<file path="src/rtl/nibble_serial_add_ctrl.sv">
// rtl/nibble_serial_add_ctrl.sv - nibble-serial add/sub sequencer around a shared 4-bit adder
// The adder is external and combinational; state, carry and operands are held here.
module nibble_serial_add_ctrl #(
  parameter int NIBBLES = 4,
  localparam int W  = 4 * NIBBLES,
  localparam int IW = (NIBBLES > 1) ? $clog2(NIBBLES) : 1
) (
  input  logic         clk,
  input  logic         reset,
  input  logic         start,
  input  logic         sub,
  input  logic [W-1:0] A_in,
  input  logic [W-1:0] B_in,
  output logic [3:0]   add_a,
  output logic [3:0]   add_b,
  output logic         add_cin,
  input  logic [3:0]   add_s,
  input  logic         add_cout,
  output logic         busy,
  output logic         done,
  output logic [W-1:0] S_out,
  output logic         Cout_out,
  output logic         V_out
);

  typedef enum logic [1:0] {IDLE, RUN, DONE} state_t;

  localparam logic [IW-1:0] IDX_LAST = IW'(NIBBLES - 1);

  state_t          state_q;
  logic [IW-1:0]   idx_q;
  logic            carry_q;
  logic            sub_q;
  logic [W-1:0]    a_q;
  logic [W-1:0]    b_q;
  logic [W-1:0]    s_q;
  logic            cout_q;
  logic            v_q;
  logic            busy_q;
  logic            done_q;
  logic [IW+1:0]   base_d;
  logic            v_d;

  assign base_d = {idx_q, 2'b00};
  // Overflow uses the post-inversion B MSB, i.e. the value actually fed to the adder.
  assign v_d    = (add_a[3] == add_b[3]) && (add_s[3] != add_a[3]);

  always_comb begin
    add_a   = 4'h0;
    add_b   = 4'h0;
    add_cin = 1'b0;
    if (state_q == RUN) begin
      add_a   = a_q[base_d +: 4];
      add_b   = b_q[base_d +: 4] ^ {4{sub_q}};
      add_cin = carry_q;
    end
  end

  always_ff @(posedge clk or posedge reset) begin
    if (reset) begin
      state_q <= IDLE;
      idx_q   <= '0;
      carry_q <= 1'b0;
      sub_q   <= 1'b0;
      a_q     <= '0;
      b_q     <= '0;
      s_q     <= '0;
      cout_q  <= 1'b0;
      v_q     <= 1'b0;
      busy_q  <= 1'b0;
      done_q  <= 1'b0;
    end else begin
      case (state_q)
        IDLE: begin
          done_q <= 1'b0;
          if (start) begin
            a_q     <= A_in;
            b_q     <= B_in;
            sub_q   <= sub;
            idx_q   <= '0;
            carry_q <= sub;
            busy_q  <= 1'b1;
            state_q <= RUN;
          end
        end
        RUN: begin
          s_q[base_d +: 4] <= add_s;
          carry_q          <= add_cout;
          if (idx_q == IDX_LAST) begin
            idx_q   <= '0;
            cout_q  <= add_cout;
            v_q     <= v_d;
            done_q  <= 1'b1;
            state_q <= DONE;
          end else begin
            idx_q <= idx_q + 1'b1;
          end
        end
        DONE: begin
          done_q  <= 1'b0;
          busy_q  <= 1'b0;
          state_q <= IDLE;
        end
        default: begin
          done_q  <= 1'b0;
          busy_q  <= 1'b0;
          state_q <= IDLE;
        end
      endcase
    end
  end

  assign busy     = busy_q;
  assign done     = done_q;
  assign S_out    = s_q;
  assign Cout_out = cout_q;
  assign V_out    = v_q;

endmodule

</file>
<file path="config.mk">
export PLATFORM = sky130hd
export DESIGN_NAME = nibble_serial_add_ctrl
export DESIGN_NICKNAME = d
export VERILOG_FILES = /design/src/rtl/nibble_serial_add_ctrl.sv
export SDC_FILE = /design/constraint.sdc
export NUM_CORES = 1
export LEC_CHECK = 0
export CAP_MARGIN = 25
export CORE_UTILIZATION = 44
export DETAILED_ROUTE_END_ITERATION = 10
export GPL_TIMING_DRIVEN = 0
export PLACE_DENSITY = 0.76
export SYNTH_ARGS = -nofsm -noshare
export SYNTH_HDL_FRONTEND = slang
export SYNTH_SLANG_ARGS = --single-unit
</file>
<file path="constraint.sdc">
create_clock -name clk -period 1.9 [get_ports clk]
set_clock_uncertainty 0.05 [all_clocks]
set_input_delay 0.285 -clock clk [delete_from_list [all_inputs] [get_ports clk]]
set_output_delay 0.285 -clock clk [all_outputs]
set_load 0.01 [all_outputs]
</file>
==> flow_summary_export.csv <==
group,metric,value,unit
clocking,clock_latency,330,ps
global_routing,overflow,0,
drt,antenna_left,0,
sta,fmax,0.465,GHz
logic_synthesis,async_reset_ff_share,100,%
global_routing,grt_pass1_wl,10.1,mm
clocking,cts-root-buf,"clkbuf_8",
logic_synthesis,ys_seq_elements,58,
logic_synthesis,syn_area,2640,sq um
global_routing,grt_usage,21.4,%
clocking,cts_tree,"yes",
hold_path,hold_path.class,"in2async",
pwr,totalPowerFinal,0.00681,W
sta,setup_slack,-251,ps
drt,drcViolationCount,0,
sta,period_share,113,%
die,fp.dieH,79.5,microns
setup_path,crit_required,1560,ps
pwr,cellLeakagePower,1.81,nW
pwr,switching_share,36.3,%
global_routing,grt_max_degree,32,
die,fp-row-count,27,
logic_synthesis,ys_seq_area_share,55.0,%
sta,fin_tns_setup,-1600,ps
pwr,power.density,1780,nW/um^2
drt,drtIter0Drc,93,
die,start_util,46.8,%
sta,rsz0062_at_grt,"true",
global_routing,grt_pass1_vias,2151,
cells_and_area,fillers,445,
die,core_area,5640,sq um
status,violations,"setup timing",
sta,tightestPinTransition,598,ps
placement,port_buffers,69,
pwr,clkPwrFrac,18.1,%
logic_synthesis,synth_ff_type,"dfrtp_1",
setup_path,cp_max_fo,6,
logic_synthesis,synth_edf_count,0,
setup_path,cp.arrival,1820,ps
pwr,p_int,0.00434,W
placement,dpl.hpwl,4.20,mm
sta,setup_viol,9,
run,drv_cap,0,
placement,dp_cells,411,
clocking,cts_buffer_depth,2,
logic_synthesis,synth_warnings,0,
cells_and_area,instances_no_fill,436,
cells_and_area,fin_nets,406,
die,ioPinCount,70,
cells_and_area,drive_gt1_share,17.3,%
sta,slew_violations,0,
logic_synthesis,syn-instance-count,269,
status,status,"finished with violations",
pwr,ir_worst_vdd,0.793,mV
sta,slew_headroom,60.1,%
clocking,numCtsBuffers,9,
logic_synthesis,postSynthNetCount,316,
drt,drt_pass1_iterations,4,
cells_and_area,area_delta_synth_final,44.4,%
clocking,path_clk_slew,70,ps
sta,hold_viol_final,0,
pwr,pwr-share-comb,50.8,%
setup_path,worstSetupPathType,"reg2out",
cells_and_area,n_antenna_cell,0,
drt,via_per_inst,5.12,
drt,wl_per_cell,14.3,microns
die,die-area,6320,sq um
drt,via_count,2232,
logic_synthesis,synth_cell_type_count,29,
pwr,seq_power_share,31.1,%
die,die_w,79.5,microns
placement,place_congestion,0.772,
global_routing,antenna_found_initial,0,
clocking,htreeDepth,3,
cells_and_area,fin_util,67.6,%
sta,period_needed,2150,ps
pwr,p_switching,0.00247,W
clocking,cts_sinks,58,
logic_synthesis,synth.avg_cell_area,9.82,sq um
setup_path,start_kind,"flop",
drt,routed_wl,6.25,mm
setup_path,critPathCaptureType,"primary output",
## flip-flops by register name, summed over array words and instances, names as in the netlist
register  cells
Cout_out      1
state_q       2
sub_q         1
done          1
a_q          16
b_q          16
S_out        16
carry_q       1
busy          1
idx_q         2
V_out         1
## power by group through the flow
stage	sequential (W)	clock (W)	combinational, W
6_report	0.00212	0.00123	0.00346
5_1_grt	0.00217	0.00130	0.00377
4_1_cts	0.00211	0.00124	0.00330
3_5_place_dp	0.00213	0	0.00297
3_3_place_gp	0.00211	0	0.00290
2_1_floorplan	0.00215	0	0.00174
## cell usage in the layout, fill, tap and decap left out, types with 2 or more instances in the layout
| master | netlist | final |
|---|---|---|
| ha_1 | 6 | 4 |
| ha_4 | 0 | 2 |
| inv_1 | 6 | 4 |
| o31ai_1 | 6 | 6 |
| mux4_2 | 4 | 8 |
| o41ai_1 | 6 | 6 |
| and2_4 | 0 | 4 |
| nor2_1 | 8 | 8 |
| a22o_1 | 3 | 3 |
| clkbuf_1 | 8 | 9 |
| xnor2_1 | 3 | 3 |
| buf_6 | 1 | 8 |
| clkbuf_8 | 0 | 13 |
| o21ai_0 | 4 | 3 |
| dfrtp_1 | 58 | 57 |
| clkdlybuf4s50_1 | 0 | 60 |
| nand3_1 | 3 | 3 |
| buf_2 | 4 | 5 |
| buf_4 | 0 | 8 |
| buf_8 | 0 | 2 |
| nand2_1 | 127 | 126 |
## through the flow
| step | instance area (sq um) | setup slack (ps) | hold WS, ps |
|---|---|---|---|
| 2_1_floorplan | 2650 | -16.0 | 340 |
| 3_3_place_gp | 3430 | -879 | 402 |
| 3_5_place_dp | 3450 | -434 | 408 |
| 4_1_cts | 3760 | -266 | 303 |
| 5_1_grt | 3810 | -302 | 323 |
| 6_report | 3810 | -251 | 284 |
## Yosys cell counts (2+ instances only)
cell	count	area (sq um)
nand2_1	127	477
dfrtp_1	58	1450
clkbuf_1	8	30.0
nor2_1	8	30.0
ha_1	6	75.1
inv_1	6	22.5
o31ai_1	6	45.0
o41ai_1	6	52.6
and2_1	5	31.3
buf_2	4	20.0
mux4_1	4	105
mux4_2	4	90.1
o21ai_0	4	20.0
a22o_1	3	26.3
nand3_1	3	15.0
xnor2_1	3	26.3
nand2b_1	2	12.5
## worst paths after layout
check	start	to	slack [ps]	depth (start not counted)
hold / removal	reset	S_out[5]	280	2
setup reg to reg	idx_q[0]	V_out	-70	7
min in group clk	a_q[8]	a_q[8]	420	2
setup / recovery	idx_q[0]	add_b[3]	-250	5
max in group asynchronous	reset	b_q[13]	940	3
hold reg to reg	a_q[8]	a_q[8]	420	2
## routing by layer
metal / track usage [%] / wire, microns / up-vias
met2: 33.6 / 3050 / 69
met5: 0 / 0 / -
met4: 10.2 / 112 / 0
li1: - / - / 1068
met3: 4.23 / 325 / 10
met1: 28.4 / 2760 / 1085
## cell type report
cell class,instances,area [sq um],area share (%)
sequential,58,1450,38.1
timing repair buffer,79,766,20.1
tap,72,90.1,2.36
clock buffer,15,186,4.89
inverter,6,25.0,0.656
buffer,13,95.1,2.49
clock inverter,1,30.0,0.787
multi-input combinational,192,1170,30.7
## cells by family after synthesis
family,count (synthesis),synth area share (%)
mux,9,7.82
compound gates,21,5.97
fa+ha+maj,6,2.84
flops,58,55.0
simple gates,152,23.6
buf+inv,19,3.17
xor+xnor,4,1.61
## worst max-delay path: stages, from the launching register on
cell	delay [ps]
dfrtp_1	380
buf_6	160
mux4_2	530
xnor2_2	190
nor2_1	60
buf_2	160
## repair_timing
item                                    CTS  global route
hold buffers                              0             0
setup buffers                             7             2
cloned                                    0             0
resized for setup                        63             7
endpoints found under the setup margin   25            21
pin swaps                                 5             3
hold endpoints to repair                  0             0
Note: power is estimated with default switching activity, not from simulation.
